`src/rtl/number_seq_core.sv`:
```
// -----------------------------------------------------------------------------
// number_seq_core
//   Stepped number-sequence generator. A prescaler paces the steps. On each
//   step the sequence value advances in one of four modes: up count, down
//   count, Fibonacci LFSR, or hold. 'out' is a running sum of the sequence
//   values.
//
//   Build option NUMBER_SEQ_GRAY_OUT_EN:
//     When defined, 'out' is instead the registered Gray code of 'number'.
//     It is updated on every step and on every load, and no accumulator
//     is built.
//
// Parameters:
//   WIDTH   - width of number / out / load_val
//   DIV     - clock cycles per step while en is high (>= 1)
//   TAPS    - LFSR feedback mask, bit i set = tap on number[i]
//   RST_VAL - reset value of number
//
// Ports:
//   clk      in   rising-edge clock
//   rst      in   asynchronous reset, active low
//   en       in   step enable; the prescaler only advances while high
//   mode     in   00 up, 01 down, 10 LFSR, 11 hold (sampled on step edges)
//   load     in   synchronous load of load_val; this beats a coincident step
//   load_val in   value loaded into number
//   number   out  current sequence value
//   out      out  accumulated sum of numbers (or Gray code of number)
//   step     out  pulse in the first cycle a new number is visible
//   wrap     out  pulse together with step when an up/down count wraps
// -----------------------------------------------------------------------------
module number_seq_core #(
  parameter int               WIDTH   = 8,
  parameter int               DIV     = 4,
  parameter logic [WIDTH-1:0] TAPS    = 8'hB8,
  parameter logic [WIDTH-1:0] RST_VAL = '0
) (
  input  logic             clk,
  input  logic             rst,
  input  logic             en,
  input  logic [1:0]       mode,
  input  logic             load,
  input  logic [WIDTH-1:0] load_val,
  output logic [WIDTH-1:0] number,
  output logic [WIDTH-1:0] out,
  output logic             step,
  output logic             wrap
);

  typedef enum logic [1:0] {
    MODE_UP   = 2'b00,
    MODE_DOWN = 2'b01,
    MODE_LFSR = 2'b10,
    MODE_HOLD = 2'b11
  } mode_e;

  localparam int             CW      = (DIV > 1) ? $clog2(DIV) : 1;
  localparam logic [CW-1:0]  CNT_MAX = CW'(DIV - 1);

  logic [CW-1:0]    div_cnt_q, div_cnt_d;
  logic [WIDTH-1:0] number_q, number_d;
  logic [WIDTH-1:0] out_q;
  logic             step_q, wrap_q;
  logic             wrap_d;
  logic             tick;

  function automatic logic [WIDTH-1:0] gray(input logic [WIDTH-1:0] v);
    return v ^ (v >> 1);
  endfunction

  // Prescaler: with DIV == 1, CNT_MAX is 0 and every enabled cycle ticks.
  assign tick = en && (div_cnt_q == CNT_MAX);

  always_comb begin
    div_cnt_d = div_cnt_q;
    if (en) div_cnt_d = tick ? '0 : div_cnt_q + CW'(1);
  end

  // Next sequence value. This is only used on tick edges, so mode only
  // matters at a step.
  always_comb begin
    number_d = number_q;
    wrap_d   = 1'b0;
    case (mode_e'(mode))
      MODE_UP: begin
        number_d = number_q + WIDTH'(1);
        wrap_d   = (number_q == '1);
      end
      MODE_DOWN: begin
        number_d = number_q - WIDTH'(1);
        wrap_d   = (number_q == '0);
      end
      MODE_LFSR: begin
        // An all-zero register would stay stuck at zero, so force it to 1.
        if (number_q == '0) number_d = WIDTH'(1);
        else                number_d = {number_q[WIDTH-2:0], ^(number_q & TAPS)};
      end
      MODE_HOLD: number_d = number_q;
      default:   number_d = number_q;
    endcase
  end

  always_ff @(posedge clk or negedge rst) begin
    if (!rst) begin
      div_cnt_q <= '0;
      number_q  <= RST_VAL;
      out_q     <= '0;
      step_q    <= 1'b0;
      wrap_q    <= 1'b0;
    end else if (load) begin
      // A load discards any step that falls on the same edge.
      div_cnt_q <= '0;
      number_q  <= load_val;
      step_q    <= 1'b0;
      wrap_q    <= 1'b0;
`ifdef NUMBER_SEQ_GRAY_OUT_EN
      out_q     <= gray(load_val);
`endif
    end else begin
      div_cnt_q <= div_cnt_d;
      step_q    <= tick;
      wrap_q    <= tick && wrap_d;
      if (tick) begin
        number_q <= number_d;
`ifdef NUMBER_SEQ_GRAY_OUT_EN
        out_q    <= gray(number_d);
`else
        out_q    <= out_q + number_q;   // accumulates the pre-step value
`endif
      end
    end
  end

  assign number = number_q;
  assign out    = out_q;
  assign step   = step_q;
  assign wrap   = wrap_q;

endmodule

```
`config.mk`:
```
export PLATFORM = sky130hd
export DESIGN_NAME = number_seq_core
export DESIGN_NICKNAME = d
export VERILOG_FILES = /design/src/rtl/number_seq_core.sv
export SDC_FILE = /design/constraint.sdc
export NUM_CORES = 1
export LEC_CHECK = 0
export ABC_CLOCK_PERIOD_IN_PS = 2500
export CAP_MARGIN = 5
export CORE_AREA = 2 2 63 59
export CTS_CLUSTER_DIAMETER = 150
export DETAILED_ROUTE_END_ITERATION = 6
export DIE_AREA = 0 0 65 61
export PLACE_DENSITY = 0.8
export SLEW_MARGIN = 20
export SYNTH_ARGS = -nofsm -noshare
export SYNTH_HDL_FRONTEND = slang
export SYNTH_SLANG_ARGS = --single-unit
```
`constraint.sdc`:
```
create_clock -name clk -period 2.5 [get_ports clk]
set_input_delay 0.5 -clock clk [delete_from_list [all_inputs] [get_ports clk]]
set_output_delay 0.5 -clock clk [all_outputs]
set_load 0.02 [all_outputs]
```
==> impl_metrics.yaml <==
status:
  outcome: "complete, no violations"
detailed_routing:
  drt_iter0_markers: 70
  ant_nets: 0
  vias_per_cell: 5.71
  totalWireLength_mm: 3.92
  drc: 0
  dr.pass1.iters: 4
  routedWlPerCell_um: 14.5
  vias: 1548
cells_and_area:
  antenna_cells: 0
  final_cell_area_mm2: 0.00203
  syn2layout_area_growth_pct: 28.8
  drive_above_1_share_pct: 11.5
  finalNetCount: 254
die:
  ioPinCount: 32
  fp-row-count: 20
  die_x_um: 65
  coreArea_mm2: 0.00328
  die_y_um: 61
  dieArea_mm2: 0.00397
  start_util_pct: 48.2
sta:
  min_period_ps: 2180
  rsz0062_at_grt: "false"
  period_share_pct: 87.1
  max_freq_mhz: 459
  tightest_slew_ps: 422
  finalHoldViolCount: 0
  finalSetupViolCount: 0
  fin_tns_setup_ps: 0
  max_slew_margin_pct: 71.7
  slew_viol_final: 0
  skew_ps: 4.52
synth:
  synth.area.mux_share_pct: 1.90
  synthCells: 192
  synth_top_family_by_area: "simple AND/OR/NAND/NOR gates"
  async_reset_ff_share_pct: 100
  ys.flop_type: "dfrtp_1"
  ys_top_cells_by_count: "nand2_1 (26), dfrtp_1 (20), a21oi_1 (16)"
  synth.net_count: 218
  syn_area_per_cell_um2: 8.22
  synth-seq-cells: 20
  synth-compound-area-share_pct: 21.9
  synth-xor-area-share_pct: 4.99
  syn_area_mm2: 0.00158
  yosysUniqueCellTypes: 45
  yosysMostFrequentCell: "nand2_1"
  synth_adder_area_share_pct: 9.98
  synth_edf_count: 0
  synth_top_area_cell: "dfrtp_1"
  synth_top_cell_area_share_pct: 31.7
  synthSimpleGateAreaFrac_pct: 25.3
  yosys_warnings: 0
  ys_seq_area_share_pct: 31.7
  ys_top_cells_by_area: "dfrtp_1 (32%), ha_1 (8.7%), nand2_1 (6.2%)"
setup_path:
  slowest_delay_ps: 480
  worstPathRequired_ps: 2680
  end_kind: "register"
  cp.arrival_ps: 2360
  reg2reg_from: "out[1]"
  worstPathCellList: "clkdlybuf4s50_1 > nand2b_1 > xnor2_1 > ha_1 > nor2b_1 > nor3_1 > a211oi_1 > a21oi_1 > o221ai_1"
  crit_family: "compound AO/OA/AOI/OAI gates"
  slowest_stage: "clkdlybuf4s50_1"
  worst-path-buf-inv: 1
  cp-start-kind: "primary input"
  crit_fanout: 7
  crit_type: "primary input to register"
  rrSetupSlack_ps: 520
  startpoint: "mode[1]"
global_routing:
  antenna_found_initial: 0
  grt_pass1_wl_mm: 6.60
  grt_pass1_vias: 1423
  grt_max_degree: 21
  overflow: 0
  track_usage_pct: 21.9
clock_tree:
  cts_tree: "yes"
  ctsHoldBuffers: 0
  cts_root_buf: "clkbuf_8"
  ctsResizeCount: 0
  clock_latency_ps: 260
  clock_sinks: 20
  h-tree-depth: 1
  path_clk_slew_ps: 80
  numCtsBuffers: 3
  post_cts_buffers: 0
  cts_buffer_depth: 2
power:
  p_sw_uw: 431
  leakagePower_uw: 0.000876
  p_comb_share_pct: 43.5
  ir_drop_v: 0.000318
  p_per_area_mw_per_mm2: 584
  clkPwrFrac_pct: 21.3
  swShare_pct: 36.3
  p_int_uw: 756
  pwr-share-seq_pct: 35.1
place:
  portBuffers: 31
  place.gp.congestion: 0.832
  hpwl_mm: 2.92
  place_area_mm2: 0.00198
worst_hold_path:
  min_from: "out[7]"
  hold_path_class: "register to register"
flow_run:
  maxCapViolCount: 0
logic make-up (layout without fill, tap and decap cells):
family                     Yosys count  count (layout)
buffers and inverters               16              51
adders and majority gates           12              12
DFF                                 20              20
muxes                                3               3
AOI/OAI and AO/OA                   55              55
xor gates and xnor gates             9               9
and+or+nand+nor                     77              77
worst reg2reg max path: cells and delay by family, from the launching register on:
family | cells | cell delay [ps]
and+or+nand+nor | 1 | 520
xor gates and xnor gates | 1 | 160
DFF | 1 | 430
adders and majority gates | 1 | 320
AOI/OAI and AO/OA | 3 | 490
sequential cells by signal, summed over array words and instances, names as in the netlist:
name and cells:
number 8, out 8, div_cnt_q 2, step 1
wrap 1
layer usage:
layer | wire (um) | track usage, %
met1 | 1730 | 28.0
met2 | 1890 | 36.7
met3 | 271 | 5.19
met4 | 34 | 7.90
met5 | 0 | 0
layout make-up:
cell class	instances	area (um^2)
fillers	297	1240
multi-input cells	156	1010
flip-flops and latches	20	500
repair buffers	42	393
clock buffers	4	55.1
well taps	44	55.1
inverters	5	18.8
cell usage in the layout (no fill, tap or decap), types with 2 or more instances in the layout:
cell type,n
a211oi_1,7
a21o_1,3
a21oi_1,16
a31oi_1,3
buf_4,11
clkbuf_8,4
clkdlybuf4s50_1,31
dfrtp_1,20
ha_1,11
inv_1,5
mux2i_1,3
nand2_1,26
nand2b_1,2
nand3_1,4
nand4_1,5
nor2_1,14
nor2b_1,3
nor3_1,5
nor3b_1,2
o21a_1,2
o21ai_0,11
o22ai_1,3
or2_2,4
or3_1,2
or4_1,2
xnor2_1,6
xor2_1,3
path summary, 6_finish.rpt:
kind	endpoint	cells after the start
worst max register to register	out[7]	6
worst max-delay path	number[2]	9
worst min register to register	out[7]	1
worst min-delay path	out[7]	1
min in group asynchronous	number[3]	2
max in group asynchronous	out[6]	2
power by group through the flow:
| stage | clock, uW | combinational [uW] | sequential, uW |
|---|---|---|---|
| final | 253 | 517 | 417 |
| after global routing | 275 | 567 | 424 |
| after CTS | 260 | 517 | 417 |
| after detailed placement | 0 | 514 | 423 |
| after global placement | 0 | 505 | 423 |
| after floorplan | 0 | 278 | 470 |
stage by stage:
| stage | instances | utilization (%) | worst slack, ps | hold slack (ps) | power, uW |
|---|---|---|---|---|---|
| after floorplan | 192 | - | 478 | 204 | 747 |
| after global placement | 267 | 60.4 | 190 | 456 | 928 |
| after detailed placement | 267 | 60.4 | 64.1 | 460 | 937 |
| after CTS | 271 | 62.1 | 344 | 474 | 1190 |
| after global routing | 271 | 62.1 | 226 | 518 | 1270 |
| final | 271 | 62.1 | 323 | 472 | 1190 |
(Power assumes the default switching activity.)
